<file path="src/rtl/sb_pkg.sv">
// Shared types and helpers for the switchboard stream sink.
// Provides:
//   SB_DEST_W / SB_CNT_W / SB_LFSR_W  field and counter widths
//   sb_ready_mode_e                   ready throttling modes
//   sb_decode_mode()                  maps a raw 2-bit mode to a legal mode (3 -> always)
//   sb_lfsr_step()                    one step of the 16-bit Fibonacci LFSR (taps 16,14,13,11)
package sb_pkg;

    localparam int unsigned SB_DEST_W = 32;
    localparam int unsigned SB_CNT_W  = 32;
    localparam int unsigned SB_LFSR_W = 16;

    typedef enum logic [1:0] {
        SB_RDY_ALWAYS = 2'd0,
        SB_RDY_RANDOM = 2'd1,
        SB_RDY_ALT    = 2'd2
    } sb_ready_mode_e;

    // Unused encoding 3 falls back to always-ready.
    function automatic sb_ready_mode_e sb_decode_mode(input logic [1:0] m);
        case (m)
            2'd1:    return SB_RDY_RANDOM;
            2'd2:    return SB_RDY_ALT;
            default: return SB_RDY_ALWAYS;
        endcase
    endfunction

    // Feedback from bits 0,2,3,5 enters at the top; the register shifts right.
    function automatic logic [SB_LFSR_W-1:0] sb_lfsr_step(input logic [SB_LFSR_W-1:0] s);
        return {s[0] ^ s[2] ^ s[3] ^ s[5], s[SB_LFSR_W-1:1]};
    endfunction

endpackage

</file>
<file path="src/rtl/sb_sync_fifo.sv">
// Synchronous first-word-fall-through FIFO.
// Ports:
//   clk, nreset   clock, async active-low reset (pointers only; storage is not reset)
//   push          write push_data (ignored when full)
//   push_data     entry to store
//   pop           advance head (ignored when empty)
//   full, empty   occupancy flags
//   level         number of stored entries, 0..DEPTH
//   head          oldest entry, valid while !empty
module sb_sync_fifo #(
    parameter  int unsigned DW_FIFO = 449,
    parameter  int unsigned DEPTH   = 4,
    localparam int unsigned AW      = $clog2(DEPTH),
    localparam int unsigned LVL_W   = $clog2(DEPTH + 1)
) (
    input  logic               clk,
    input  logic               nreset,
    input  logic               push,
    input  logic [DW_FIFO-1:0] push_data,
    input  logic               pop,
    output logic               full,
    output logic               empty,
    output logic [LVL_W-1:0]   level,
    output logic [DW_FIFO-1:0] head
);

    localparam int unsigned PW = AW + 1;

    logic [DW_FIFO-1:0] mem_q [DEPTH];
    logic [PW-1:0]      wr_q, wr_d;
    logic [PW-1:0]      rd_q, rd_d;
    logic               do_push, do_pop;

    // Extra pointer bit distinguishes full from empty when the indices match.
    assign full    = (wr_q[AW] != rd_q[AW]) && (wr_q[AW-1:0] == rd_q[AW-1:0]);
    assign empty   = (wr_q == rd_q);
    assign level   = LVL_W'(wr_q - rd_q);
    assign head    = mem_q[rd_q[AW-1:0]];
    assign do_push = push && !full;
    assign do_pop  = pop && !empty;

    // Pointer next-state.
    always_comb begin
        wr_d = wr_q + PW'(do_push);
        rd_d = rd_q + PW'(do_pop);
    end

    // Pointer registers.
    always_ff @(posedge clk or negedge nreset) begin
        if (!nreset) begin
            wr_q <= '0;
            rd_q <= '0;
        end else begin
            wr_q <= wr_d;
            rd_q <= rd_d;
        end
    end

    // Storage.
    always_ff @(posedge clk) begin
        if (do_push) begin
            mem_q[wr_q[AW-1:0]] <= push_data;
        end
    end

endmodule

</file>
<file path="src/rtl/sb_stream_sink.sv">
// Consumer end of a switchboard beat stream.
// Buffers accepted beats in a FWFT FIFO, throttles ready by mode, counts beats/packets.
// Ports:
//   clk, nreset                       clock, async active-low reset
//   data, dest, last, valid / ready   incoming beat stream (ready is registered)
//   ready_mode_sel, ready_mode        0: READY_MODE_DEFAULT, 1: ready_mode (3 -> always)
//   out_data, out_dest, out_last      head beat, meaningful while out_valid
//   out_valid / out_ready             local consumer handshake
//   level                             FIFO occupancy
//   beat_count, pkt_count             accepted beats / accepted beats with last (wrapping)
module sb_stream_sink
    import sb_pkg::*;
#(
    parameter  int unsigned          DW                 = 416,
    parameter  int unsigned          DEPTH              = 4,
    parameter  int unsigned          READY_MODE_DEFAULT = 0,
    parameter  logic [SB_LFSR_W-1:0] LFSR_SEED          = 16'hACE1,
    localparam int unsigned          LVL_W              = $clog2(DEPTH + 1)
) (
    input  logic                 clk,
    input  logic                 nreset,
    input  logic [DW-1:0]        data,
    input  logic [SB_DEST_W-1:0] dest,
    input  logic                 last,
    input  logic                 valid,
    output logic                 ready,
    input  logic                 ready_mode_sel,
    input  logic [1:0]           ready_mode,
    output logic [DW-1:0]        out_data,
    output logic [SB_DEST_W-1:0] out_dest,
    output logic                 out_last,
    output logic                 out_valid,
    input  logic                 out_ready,
    output logic [LVL_W-1:0]     level,
    output logic [SB_CNT_W-1:0]  beat_count,
    output logic [SB_CNT_W-1:0]  pkt_count
);

    localparam int unsigned FW = DW + SB_DEST_W + 1;

    logic                 push, pop, full, empty;
    logic [FW-1:0]        head;
    logic [LVL_W-1:0]     lvl_nxt;
    sb_ready_mode_e       mode_eff;
    logic                 gate;
    logic                 ready_q, ready_d;
    logic                 toggle_q, toggle_d;
    logic [SB_LFSR_W-1:0] lfsr_q, lfsr_d;
    logic [SB_CNT_W-1:0]  beat_q, beat_d;
    logic [SB_CNT_W-1:0]  pkt_q, pkt_d;

    assign push = valid && ready_q && !full;
    assign pop  = out_ready && !empty;

    sb_sync_fifo #(
        .DW_FIFO (FW),
        .DEPTH   (DEPTH)
    ) u_fifo (
        .clk       (clk),
        .nreset    (nreset),
        .push      (push),
        .push_data ({last, dest, data}),
        .pop       (pop),
        .full      (full),
        .empty     (empty),
        .level     (level),
        .head      (head)
    );

    assign {out_last, out_dest, out_data} = head;
    assign out_valid  = !empty;
    assign ready      = ready_q;
    assign beat_count = beat_q;
    assign pkt_count  = pkt_q;

    // Next ready is judged against next-cycle occupancy, so a pop while full cannot
    // pass a beat straight through; ready recovers one cycle later.
    always_comb begin
        mode_eff = ready_mode_sel ? sb_decode_mode(ready_mode)
                                  : sb_decode_mode(2'(READY_MODE_DEFAULT));
        gate     = 1'b1;
        case (mode_eff)
            SB_RDY_RANDOM: gate = lfsr_q[0];
            SB_RDY_ALT:    gate = toggle_q;
            default:       gate = 1'b1;
        endcase
        lvl_nxt  = level + LVL_W'(push) - LVL_W'(pop);
        ready_d  = (lvl_nxt != LVL_W'(DEPTH)) && gate;
        lfsr_d   = sb_lfsr_step(lfsr_q);
        toggle_d = !toggle_q;
        beat_d   = beat_q + SB_CNT_W'(push);
        pkt_d    = pkt_q + SB_CNT_W'(push && last);
    end

    // State registers; LFSR and toggle free-run independent of mode.
    always_ff @(posedge clk or negedge nreset) begin
        if (!nreset) begin
            ready_q  <= 1'b0;
            toggle_q <= 1'b1;
            lfsr_q   <= LFSR_SEED;
            beat_q   <= '0;
            pkt_q    <= '0;
        end else begin
            ready_q  <= ready_d;
            toggle_q <= toggle_d;
            lfsr_q   <= lfsr_d;
            beat_q   <= beat_d;
            pkt_q    <= pkt_d;
        end
    end

endmodule

</file>
<file path="config.mk">
export PLATFORM = sky130hd
export DESIGN_NAME = sb_stream_sink
export DESIGN_NICKNAME = d
export VERILOG_FILES = /design/src/rtl/sb_pkg.sv /design/src/rtl/sb_sync_fifo.sv /design/src/rtl/sb_stream_sink.sv
export SDC_FILE = /design/constraint.sdc
export NUM_CORES = 1
export LEC_CHECK = 0
export ABC_AREA = 1
export BUFFER_PORTS_ARGS = -buffer_cell sky130_fd_sc_hd__buf_2
export CAP_MARGIN = 20
export CORE_MARGIN = 10
export CORE_UTILIZATION = 25
export DETAILED_ROUTE_END_ITERATION = 8
export SLEW_MARGIN = 20
export SYNTH_ARGS = -nofsm -noshare
export SYNTH_HDL_FRONTEND = slang
export SYNTH_SLANG_ARGS = --single-unit
</file>
<file path="constraint.sdc">
create_clock -name clk -period 64 [get_ports clk]
set_clock_uncertainty 0.2 [all_clocks]
set_input_delay 9.6 -clock clk [delete_from_list [all_inputs] [get_ports clk]]
set_output_delay 9.6 -clock clk [all_outputs]
set_load 0.05 [all_outputs]
</file>
==> results of run 1 <==
report_power, final:
part	internal (mW)	switching (mW)	total, mW	leakage, nW
sequential	1.60	0.0536	1.65	17.5
combinational	0.388	1.70	2.09	8.53
clock	0.629	0.473	1.10	3.01
path summary, 6_finish.rpt:
path / start / endpoint / slack (ns) / cells past startpoint
setup / recovery: u_fifo.rd_q[0] / out_data[147] / 48.22 / 9
setup reg to reg: u_fifo.rd_q[1] / u_fifo.mem_q[1][416] / 56.58 / 13
hold / removal: lfsr_q[12] / lfsr_q[11] / 0.15 / 0
max in group asynchronous: nreset / u_fifo.rd_q[1] / 53.88 / 2
hold reg to reg: lfsr_q[12] / lfsr_q[11] / 0.15 / 0
min in group asynchronous: nreset / pkt_count[18] / 8.49 / 1
area by class of cell:
class	instances	area (sq um)
multi-input cells	2649	12700
inverters	43	195
repair buffers	1036	5440
clock inverters	96	966
diodes	73	183
clock buffers	250	5260
well taps	3724	4660
fillers	27558	194000
flip-flops and latches	1884	56200
cells in the final DEF (no fill, tap or decap), drive strengths merged, types with 51 or more instances in the layout:
cell,n
o22ai,449
diode,73
clkbuf,250
inv,51
dfrtp,79
edfxtp,1796
nor2,1000
nand2,196
clkinv,71
o21ai,898
buf,1036
flip-flops by register name, summed over array words and instances, names as in the netlist:
register,cells
beat_count,32
lfsr_q,16
pkt_count,32
ready,1
toggle_q,1
u_fifo.mem_q,1796
u_fifo.rd_q,3
u_fifo.wr_q,3
routing by layer:
layer	part of all wire	GRT usage	up-vias
met1	0.39	0.155	22313
met3	0.10	0.0515	499
li1	-	-	20165
met2	0.47	0.208	1705
met4	0.034	0.0402	96
met5	0.0029	0	-
worst max-delay path: stages (launching register included):
cell and delay (ns):
dfrtp_4 0.65, buf_4 0.74, buf_4 0.66, buf_4 0.55, buf_4 0.46, buf_16 0.30, buf_4 0.68, o21ai_0 0.19
o22ai_1 0.33, buf_2 0.34
Yosys cell counts (2+ instances only):
master    instances
edfxtp_1       1796
ha_1             15
nand3b_1         25
buf_1             3
buf_2            58
xor2_1           24
xnor2_1          15
nor2_2            6
buf_6            12
buf_4            15
clkbuf_1        208
dfstp_2           9
inv_1            41
nand4_1           2
o22ai_1         449
nand2_1         196
fa_1              2
nand3_1          14
and2_1            2
o21ai_0         897
dfrtp_1          79
nor3_1            5
nor2_1          994
kinds of logic after synthesis:
family	Yosys count	share of synthesized area
xor+xnor	39	0.00485
simple gates	1245	0.0685
compound gates	1348	0.104
fa+ha+maj	17	0.00324
buf+inv	341	0.0218
flops	1884	0.798
==> flow_summary.yaml, run 1 <==
clock_network:
  postCtsSetupBuffers: 0
  htree_levels: 4
  numCtsBuffers: 200
  cts-root-buf: "clkbuf_16"
  postCtsHoldBufs: 0
  clkLatencyLatePin_ns: 0.81
  cts.sinks: 1884
  tritoncts: "yes"
  cts_resized: 0
  clockBufferDepth: 4
  path_clk_slew_ns: 0.06
global_route:
  first_global_vias: 42791
  antenna_found_initial: 140
  grt-ovfl-total: 0
  grt_max_degree: 310
  grt_usage: 0.128
  grt_first_pass_wirelength_um: 295000
pwr:
  power.density_nw_per_um2: 56.6
  p_leak_nw: 29.0
  p_total_mw: 4.85
  ir_drop_mv: 0.0445
sta:
  hold_violations: 0
  setup_viol: 0
  worst_slack_ns: 48.22
  tns_ns: 0
  period_share: 0.247
  fmax_ghz: 0.0634
  holdWs_ns: 0.147
  drv_slew: 0
  worst_pin_slew_ns: 1.17
  rsz0062_at_grt: "no"
  finalCriticalPeriod_ns: 15.78
  slew_headroom: 0.217
logic_synthesis:
  synth_edf_count: 1796
  avgSynthCellArea_sq_um: 14.4
  synth_cell_types: 30
  yosys.area.top_type: "edfxtp_1"
  synth_area_leaders: "edfxtp_1 77%, o21ai_0 6.4%, nor2_1 5.3%"
  synth_top_cell_area_share: 0.766
  syn_inst: 4874
  yosys_warnings: 0
  ys_seq_area_frac: 0.798
  synth_flop_cell: "edfxtp_1"
  ys_ff_latch: 1884
  postSynth.asyncResetShare: 0.0467
  syn_area_sq_um: 70400
  synth_fp_nets: 5347
placement:
  dp_cells: 9335
  placed_area_sq_um: 79100
  io_buffers: 973
  gp_congestion: 0.840
  dp_hpwl_um: 136000
  detailedPlace.worstSlack_ns: 48.66
floorplanning:
  die_x_um: 551
  die_h_um: 551
  rows: 194
  dieArea_sq_um: 303000
  core_area_sq_um: 280000
  start_util: 0.251
  boundaryPins: 974
layout:
  stdcell_count: 9755
  post-route-cell-area_sq_um: 85600
  finish.net_count: 6287
  drive_gt1_frac: 0.223
  syn_to_final_growth_pct: 21.6
  final_util: 0.306
detailed_routing:
  vias: 44778
  drt_iter0_markers: 4032
  routed_wl_um: 209000
  vias_per_cell: 4.59
  dr.pass1.iters: 5
  drc_errors: 0
  routedWlPerCell_um: 21.4
  ant_nets: 0
worst_setup_path:
  cp_max_fo: 84
  end_kind: "output port"
  worst-endpoint-required_ns: 54.20
  critPathKind: "flip-flop to output port"
  worstPathArrival_ns: 5.98
  start_kind: "flip-flop"
job:
  cap_viol_max_count: 0
min_path:
  hp-class: "flip-flop to flip-flop"
run_status:
  status: "completed"
Power figures use the tool's default switching activity.
==> inputs of run 2 (changes only) <==
==> constraint.sdc (replaced) <==
create_clock -name clk -period 12.75 [get_ports clk]
set_clock_uncertainty 0.2 [all_clocks]
set_input_delay 1.9125 -clock clk [delete_from_list [all_inputs] [get_ports clk]]
set_output_delay 1.9125 -clock clk [all_outputs]
set_load 0.05 [all_outputs]
==> flow_summary.yaml, run 2 (synthesized netlist as in run 1, its figures left out) <==
run_status:
  status: "completed"
floorplanning:
  boundaryPins: 974
  rows: 194
  die_x_um: 551
  die_h_um: 551
  start_util: 0.251
  dieArea_sq_um: 303000
  core_area_sq_um: 280000
detailed_routing:
  drc_errors: 0
  vias_per_cell: 4.58
  dr.pass1.iters: 5
  routed_wl_um: 207000
  ant_nets: 0
  drt_iter0_markers: 3766
  vias: 44769
  routedWlPerCell_um: 21.2
pwr:
  power_switching_mw: 11.3
  power.density_nw_per_um2: 286
  combPwrFrac: 0.427
  p_leak_nw: 29.2
  power_frac_seq: 0.339
  netSwitchingFraction: 0.458
  clkPwrFrac: 0.234
  ir_drop_mv: 0.205
  internal-power_mw: 13.3
clock_network:
  clkLatencyLatePin_ns: 0.84
  clockBufferDepth: 4
  postCtsHoldBufs: 0
  postCtsSetupBuffers: 0
  cts.sinks: 1884
  numCtsBuffers: 204
  htree_levels: 4
  cts-root-buf: "clkbuf_16"
  cts_resized: 0
  tritoncts: "yes"
  path_clk_slew_ns: 0.06
worst_setup_path:
  reg2regPathDepth: 10
  critPathKind: "flip-flop to output port"
  start_kind: "flip-flop"
  end_kind: "output port"
  worst-endpoint-required_ns: 10.64
  cp_max_fo: 90
  worstPathArrival_ns: 4.99
global_route:
  first_global_vias: 43060
  grt_max_degree: 267
  grt_first_pass_wirelength_um: 294000
  grt_usage: 0.128
  grt-ovfl-total: 0
  antenna_found_initial: 129
layout:
  layout_common_cells: "1,796 x edfxtp_1, 994 x nor2_1, 972 x buf_2"
  stdcell_count: 9772
  final_common_cell: "edfxtp_1"
  drive_gt1_frac: 0.224
  syn_to_final_growth_pct: 22.2
  largest_register_ffs: 1796
  finish.net_count: 6283
  nFillCells: 27694
sta:
  fmax_ghz: 0.141
  tns_ns: 0
  rsz0062_at_grt: "no"
  period_share: 0.557
  hold_violations: 0
  setup_viol: 0
  drv_slew: 0
  slew_headroom: 0.306
  worst_pin_slew_ns: 1.04
  finalCriticalPeriod_ns: 7.10
placement:
  gp_congestion: 0.834
  dp_cells: 9327
  dp_hpwl_um: 132000
  io_buffers: 973
job:
  cap_viol_max_count: 0
min_path:
  hp-class: "flip-flop to flip-flop"
  hold_depth: 0
-- run 2: cell count changes in the layout (fill, tap and decap cells not counted), sizes merged, moves of 4 or more --
cell      before   now
clkbuf       250   246
buf         1036  1028
clkinvlp       6    10
diode         73    67
bufinv        11    17
clkinv        71    95
-- run 2: path summary, 6_finish.rpt --
check	startpoint	end	slack, ns
min reg2reg	lfsr_q[9]	lfsr_q[8]	0.14
max	u_fifo.rd_q[1]	out_data[143]	5.65
max in group asynchronous	nreset	u_fifo.rd_q[0]	10.29
min	lfsr_q[9]	lfsr_q[8]	0.14
max reg2reg	u_fifo.rd_q[1]	u_fifo.mem_q[0][88]	7.53
min in group asynchronous	nreset	pkt_count[14]	0.75
-- run 2: critical path: stages, from the launching register on --
cell	delay (ns)
dfrtp_4	0.72
buf_4	0.72
buf_4	0.69
buf_4	0.86
o21ai_0	0.21
o22ai_1	0.32
buf_2	0.33
-- run 2: power groups by stage --
stage	Clock, mW	Combinational, mW	Sequential, mW
2_1_floorplan	0	7.32	8.81
3_3_place_gp	0	10.5	8.41
3_5_place_dp	0	10.6	8.45
4_1_cts	5.91	10.6	8.32
5_1_grt	6.14	11.2	8.40
6_report	5.76	10.5	8.33
-- run 2: area by class of cell --
class	count	area [sq um]	area share
clock inverter	131	1310	0.0152
tap	3724	4660	0.0542
timing repair buffer	1028	5490	0.0638
clock buffer	246	5290	0.0615
sequential	1884	56200	0.653
inverter	43	195	0.00227
antenna	67	168	0.00195
multi-input combinational	2649	12800	0.148
-- run 2: through the flow --
stage | hold slack, ns | util | power (mW) | setup WS, ns | instance area (sq um)
after floorplan | 0.131 | - | 16.1 | -0.582 | 70400
after global placement | 0.139 | 0.283 | 18.9 | 6.57 | 79200
after detailed placement | 0.142 | 0.283 | 19.1 | 6.54 | 79200
after CTS | 0.146 | 0.307 | 24.9 | 5.55 | 85800
after global routing | 0.148 | 0.307 | 25.7 | 5.35 | 85900
final | 0.145 | 0.307 | 24.6 | 5.65 | 86000
-- run 2: metal layers --
layer  global-route usage  vias up  part of all wire
met5                    0        -            0.0025
met4               0.0486       82             0.038
met3               0.0524      456              0.10
met2                0.208     1647              0.47
met1                0.151    22371              0.38
li1                     -    20213                 -
